### config.mk
export PLATFORM = sky130hd
export DESIGN_NAME = fetch_buffer
export DESIGN_NICKNAME = d
export VERILOG_FILES = /design/src/rtl/fetch_buffer.sv
export SDC_FILE = /design/constraint.sdc
export NUM_CORES = 2
export LEC_CHECK = 0
export CORE_MARGIN = 5
export CORE_UTILIZATION = 40
export DETAILED_ROUTE_END_ITERATION = 12
export DONT_BUFFER_PORTS = 1
export GPL_TIMING_DRIVEN = 0
export PLACE_DENSITY = 0.67
export SETUP_SLACK_MARGIN = 0.4
export SLEW_MARGIN = 10
export SYNTH_ARGS = -nofsm -noshare
export SYNTH_HDL_FRONTEND = slang
export SYNTH_SLANG_ARGS = --single-unit
### constraint.sdc
create_clock -name clk -period 36.9 [get_ports clk]
set_input_delay 11.07 -clock clk [delete_from_list [all_inputs] [get_ports clk]]
set_output_delay 11.07 -clock clk [all_outputs]
set_load 0.05 [all_outputs]
### src/rtl/fetch_buffer.sv
// fetch_buffer: instruction fetch queue between the instruction memory and decode.
//
// Issues aligned FETCH_WIDTH-bit reads to imem, unpacks each response into
// 32-bit instructions (with their PCs) and holds them in a circular queue of
// DEPTH entries. Up to MULTI_ISSUE of the oldest entries are presented to decode
// per cycle; decode reports how many it took through consume_cnt_i.
//
// Ports:
//   clk, rst        : clock, synchronous active-high reset
//   imem_busy_i     : memory cannot accept a request this cycle
//   imem_rdy_i      : imem_rd_data_i is valid this cycle
//   imem_rd_data_i  : read data, lower address in bits [31:0]
//   imem_rd_en_o    : read request
//   imem_addr_o     : request address, aligned to FETCH_WIDTH/8 bytes
//   redirect_en_i   : branch redirect / flush
//   redirect_pc_i   : redirect target (4-byte aligned)
//   inst_valid_o    : slot i holds a valid instruction (slot 0 oldest)
//   inst_o          : instruction word per slot
//   inst_pc_o       : PC per slot
//   consume_cnt_i   : number of slots taken this cycle, oldest first
module fetch_buffer #(
  parameter int                     DATA_WIDTH  = 64,
  parameter int                     FETCH_WIDTH = 64,
  parameter int                     MULTI_ISSUE = 2,
  parameter int                     DEPTH       = 8,
  parameter logic [DATA_WIDTH-1:0]  RESET_PC    = '0
) (
  input  logic                                  clk,
  input  logic                                  rst,
  input  logic                                  imem_busy_i,
  input  logic                                  imem_rdy_i,
  input  logic [FETCH_WIDTH-1:0]                imem_rd_data_i,
  output logic                                  imem_rd_en_o,
  output logic [DATA_WIDTH-1:0]                 imem_addr_o,
  input  logic                                  redirect_en_i,
  input  logic [DATA_WIDTH-1:0]                 redirect_pc_i,
  output logic [MULTI_ISSUE-1:0]                inst_valid_o,
  output logic [MULTI_ISSUE-1:0][31:0]          inst_o,
  output logic [MULTI_ISSUE-1:0][DATA_WIDTH-1:0] inst_pc_o,
  input  logic [$clog2(MULTI_ISSUE):0]          consume_cnt_i
);

  localparam int NI    = FETCH_WIDTH / 32;
  localparam int OFF_W = $clog2(FETCH_WIDTH / 8);
  localparam int PTR_W = $clog2(DEPTH);
  localparam int CNT_W = PTR_W + 1;

  typedef enum logic [1:0] {
    S_IDLE,
    S_WAIT,
    S_DISCARD
  } state_e;

  state_e                 state_q, state_d;
  logic [PTR_W-1:0]       head_q, head_d;
  logic [PTR_W-1:0]       tail_q, tail_d;
  logic [CNT_W-1:0]       count_q, count_d;
  logic [DATA_WIDTH-1:0]  fetch_pc_q, fetch_pc_d;
  logic [31:0]            inst_mem_q [DEPTH];
  logic [31:0]            inst_mem_d [DEPTH];
  logic [DATA_WIDTH-1:0]  pc_mem_q [DEPTH];
  logic [DATA_WIDTH-1:0]  pc_mem_d [DEPTH];

  logic [DATA_WIDTH-1:0]  line_addr;
  logic [CNT_W-1:0]       free_cnt;
  logic [31:0]            avail;
  logic [31:0]            cons_req;
  logic [31:0]            cons_amt;
  logic [PTR_W-1:0]       wr_ptr;
  logic [CNT_W-1:0]       wr_cnt;
  logic [DATA_WIDTH-1:0]  ins_pc;

  assign line_addr    = {fetch_pc_q[DATA_WIDTH-1:OFF_W], OFF_W'(0)};
  assign imem_addr_o  = line_addr;
  assign free_cnt     = CNT_W'(DEPTH) - count_q;
  // Requesting only with room for a whole word means a response can never overflow.
  assign imem_rd_en_o = (state_q == S_IDLE) && !redirect_en_i && !rst &&
                        (free_cnt >= CNT_W'(NI));

  // Presentation: slot i is entry head+i, wrapping naturally in PTR_W bits.
  always_comb begin
    for (int i = 0; i < MULTI_ISSUE; i++) begin
      inst_valid_o[i] = !rst && (count_q > CNT_W'(i));
      inst_o[i]       = inst_mem_q[head_q + PTR_W'(i)];
      inst_pc_o[i]    = pc_mem_q[head_q + PTR_W'(i)];
    end
  end

  // Consume is clamped to what is actually presented.
  always_comb begin
    avail    = (32'(count_q) > 32'(MULTI_ISSUE)) ? 32'(MULTI_ISSUE) : 32'(count_q);
    cons_req = 32'(consume_cnt_i);
    cons_amt = (cons_req > avail) ? avail : cons_req;
  end

  always_comb begin
    state_d    = state_q;
    head_d     = head_q;
    tail_d     = tail_q;
    count_d    = count_q;
    fetch_pc_d = fetch_pc_q;
    inst_mem_d = inst_mem_q;
    pc_mem_d   = pc_mem_q;
    wr_ptr     = tail_q;
    wr_cnt     = '0;
    ins_pc     = '0;

    unique case (state_q)
      S_IDLE: begin
        if (imem_rd_en_o && !imem_busy_i) state_d = S_WAIT;
      end
      S_WAIT: begin
        if (imem_rdy_i) begin
          // Instructions below fetch_pc belong to the line but precede a
          // redirect target that landed mid-line; they are skipped.
          for (int k = 0; k < NI; k++) begin
            ins_pc = line_addr + DATA_WIDTH'(4 * k);
            if (ins_pc >= fetch_pc_q) begin
              inst_mem_d[wr_ptr] = imem_rd_data_i[32*k +: 32];
              pc_mem_d[wr_ptr]   = ins_pc;
              wr_ptr             = wr_ptr + PTR_W'(1);
              wr_cnt             = wr_cnt + CNT_W'(1);
            end
          end
          fetch_pc_d = line_addr + DATA_WIDTH'(FETCH_WIDTH / 8);
          state_d    = S_IDLE;
        end
      end
      S_DISCARD: begin
        if (imem_rdy_i) state_d = S_IDLE;
      end
      default: state_d = S_IDLE;
    endcase

    tail_d  = wr_ptr;
    head_d  = head_q + PTR_W'(cons_amt);
    count_d = count_q + wr_cnt - CNT_W'(cons_amt);

    // Redirect wins over consume and response. If the outstanding response
    // arrives in the same cycle it is already dropped here, so there is
    // nothing left to discard and the FSM returns to IDLE.
    if (redirect_en_i) begin
      head_d     = tail_q;
      tail_d     = tail_q;
      count_d    = '0;
      fetch_pc_d = redirect_pc_i;
      if (state_q == S_IDLE || imem_rdy_i) state_d = S_IDLE;
      else                                 state_d = S_DISCARD;
    end
  end

  always_ff @(posedge clk) begin
    if (rst) begin
      state_q    <= S_IDLE;
      head_q     <= '0;
      tail_q     <= '0;
      count_q    <= '0;
      fetch_pc_q <= RESET_PC;
    end else begin
      state_q    <= state_d;
      head_q     <= head_d;
      tail_q     <= tail_d;
      count_q    <= count_d;
      fetch_pc_q <= fetch_pc_d;
    end
  end

  // Queue storage carries no reset; entries are only observed through count.
  always_ff @(posedge clk) begin
    inst_mem_q <= inst_mem_d;
    pc_mem_q   <= pc_mem_d;
  end

endmodule

==> metrics.md <==
| Metric | Value |
|---|---|
| Reg clk slew, reported paths | `roughly 60 ps` |
| Tot GR Track Use | `around a quarter` |
| Pleak | `0.0188 uW` |
| Ys async rst share | `0%` |
| Number of CTS-inserted buffers | `100` |
| Worst slew margin | `3.02%` |
| TritonCTS Sinks | `around 840` |
| Fmax | `between 0.04 and 0.05 GHz` |
| Post-route DRC | `0` |
| Initial Utilization | `40.3%` |
| Setup Skew | `roughly 40 ps` |
| Die width | `~370 um` |
| Reg power frac | `a little under a third` |
| Final core occ | `about 45%` |
| RR Startpoint | `fetch_pc_q[0]` |
| Die area | `136000 sq um` |
| Final layout net count | `4034` |
| Number of port buffers | `0` |
| Dpl hpwl | `~120 mm` |
| Clock tree buffer depth | `3` |
| Netlist cell types | `60` |
| First-pass GRT wire length | `around 250 mm` |
| CTS tree | `built` |
| Synthesized flop and latch total | `844` |
| Via count | `between 30000 and 40000` |
| First-iteration detailed-routing DRC count | `4931` |
| Fin crit share | `between 60% and 70%` |
| Vias in the first global route | `about 35000` |
| Setup tns final | `0 ps` |
| Largest net degree at the start of global routing | `slightly above 60` |
| Gpl congestion | `0.878` |
| ANT nets after route | `0` |
| CP Cell Sequence | `clkbuf_1 > clkbuf_1 > buf_1 > a21oi_2` |
| Core Region | `128000 sq um` |
| Hold Crit Start | `state_q[1]` |
| IO Count | `between 300 and 400` |
| PwrDens | `~60 nW/um^2` |
| Synth warn | `0` |
| Hold WC Path Type | `flop to flop` |
| Post-CTS sizing | `0` |
| Fraction of synthesized cell area taken by the top area cell type | `between 40% and 50%` |
| Critical path's slowest cell | `buf_1` |
| Worst EP arrival | `~13000 ps` |
| Final hold slack | `~550 ps` |
| Critical setup path kind | `input port to output pin` |
| Die extent in y | `roughly 370 um` |
| Post-synthesis sequential area ratio | `approximately 48%` |
| Top post-synthesis cells by area | `edfxtp_1 45%, mux4_2 17%, mux2_2 15%` |
| Combinational power share | `40.1%` |
| EDFF count, synth | `768` |
| Post-synthesis instance total | `around 3800` |
| Worst Setup SP | `rst` |
| Via density | `around 6.4` |
| Tmin final | `approximately 24000 ps` |
| Max-Cap Viols | `0` |
| Root Driver | `clkbuf_16` |
| Clock Power Share | `around 29%` |
| Top cell by count, worst path | `clkbuf_1` |
| Internal | `between 2000 and 2500 uW` |
| CP Launch Type | `input port` |
| Crit Path Max Fanout | `10` |
| Syn_area_per_cell | `roughly 14 sq um` |
| Worst EP required | `25830 ps` |
| Peak supply drop | `~0.000041 V` |
| Fill cells | `about 11000` |
| Switch share | `between 30 and 40%` |
| Psw | `1390 uW` |
| Htree depth | `3` |
| # Post-CTS Setup Buffers | `0` |
| DR pass1 iterations | `5` |
| Cell area after synthesis | `between 50000 and 60000 sq um` |
| Routed WL | `roughly 180 mm` |
| Global route total overflow | `0` |
| Outcome | `completed` |
| Final setup vio count | `0` |
| Share of cells above drive strength 1 | `about 36%` |
| Post-DR wirelength/cell | `31.3 um` |
| Area grow syn2layout | `11.6%` |
| Hold buffer count at cts | `0` |
| Critical Path End Type | `output pin` |
| Hold Violations, Final | `0` |
| Slew @ Worst Pin | `roughly 1500 ps` |
| Slowest stage delay, CP | `between 700 and 800 ps` |
| Post-synth top flop | `edfxtp_1` |
| Number of antenna violations at the first check in global routing | `57` |
| RSZ-0062 raised after global routing | `no` |
| Fin. max-slew vios | `0` |
| FP Rows | `~130` |
| Post-synth top area cell | `edfxtp_1` |
| Clock latency on the worst-skew pair | `740 ps` |
per-layer routing:
metal | up-vias | global-route usage [%] | wire, um | part of all wire [%]
met2 | 2123 | 37.9 | 79600 | 45
met5 | - | 0 | 138 | 0.078
met3 | 368 | 8.88 | 21900 | 12
li1 | 14944 | - | - | -
met4 | 24 | 11.2 | 8100 | 4.6
met1 | 18687 | 33.3 | 68000 | 38
power by group through the flow:
stage / clock [uW] / combinational [uW] / sequential (uW)
after floorplan: 0 / 1070 / 1120
after global placement: 0 / 1380 / 1140
final: 996 / 1400 / 1090
after global routing: 1050 / 1450 / 1090
after CTS: 1010 / 1400 / 1090
after detailed placement: 0 / 1390 / 1110
worst paths after layout:
kind / to / slack, ps / cells past startpoint
max: inst_valid_o[0] / 12600 / 4
min: state_q[1] / 550 / 2
max reg2reg: pc_mem_q[408] / 32460 / 11
min reg2reg: state_q[1] / 550 / 2
area by class of cell:
cell class,instances,area [sq um],area share [%]
antenna,46,115,0.200
buffer,472,2150,3.73
clock buffer,138,2740,4.75
clock inverter,52,524,0.911
inverter,27,101,0.176
multi-input combinational,2409,24800,43.1
sequential,844,24600,42.7
tap,1662,2080,3.61
timing repair buffer,20,463,0.805
worst max-delay path: cells and delay by family:
kind | cells | cell delay (ps)
AO/OA/AOI/OAI | 1 | 370
buffers and inverters | 3 | 1760
synthesized netlist by cell type (22+ instances only):
library cell	count
edfxtp_1	768
mux2_2	681
mux4_2	384
mux2i_1	259
clkbuf_1	247
nand2_1	245
o21ai_0	214
nor2_1	141
a21oi_1	98
dfxtp_1	76
buf_2	70
buf_4	64
buf_1	62
nand3_1	48
xnor2_1	31
clkbuf_2	29
nand4_1	29
inv_1	27
and2_1	25
a211oi_1	24
ha_1	22
logic make-up after synthesis:
group	Yosys count	share of synthesized area (%)
xor+xnor	47	0.798
buf+inv	499	4.34
simple gates	621	5.67
compound gates	389	4.19
other cells	1	0.00727
flops	844	47.7
mux	1324	36.7
fa+ha+maj	25	0.650
state kept, by name, summed over array words and instances (netlist names):
register and flops:
count_q 4, fetch_pc_q 64, head_q 3, inst_mem_q 256, pc_mem_q 512, state_q 2
tail_q 3
through the flow:
| step | total power, uW | worst slack (ps) | cells | area [sq um] |
|---|---|---|---|---|
| after floorplan | 2190 | 583 | 3752 | 51600 |
| after global placement | 2520 | -14270 | 5414 | 53700 |
| after detailed placement | 2500 | 12540 | 5433 | 54100 |
| after CTS | 3500 | 12530 | 5623 | 57400 |
| after global routing | 3600 | 12510 | 5647 | 57500 |
| final | 3480 | 12600 | 5670 | 57500 |
cell usage in the layout (no fill, tap or decap), types with 16 or more instances in the layout:
cell       Yosys  routed
edfxtp_1     768     768
mux2_2       681     681
mux4_2       384     384
clkbuf_1     247     268
mux2i_1      259     259
nand2_1      245     245
o21ai_0      214     214
nor2_1       141     138
clkbuf_16      0     100
a21oi_1       98      97
dfxtp_1       76      76
buf_2         70      70
buf_4         64      64
buf_1         62      62
nand3_1       48      48
diode_2        0      46
clkbuf_2      29      36
xnor2_1       31      31
nand4_1       29      29
inv_1         27      27
and2_1        25      25
a211oi_1      24      24
ha_1          22      22
clkinv_1       0      22
nor4_1        21      21
or3_1         17      17
and3_1        16      16
xor2_1        16      16
(Power assumes the default switching activity.)
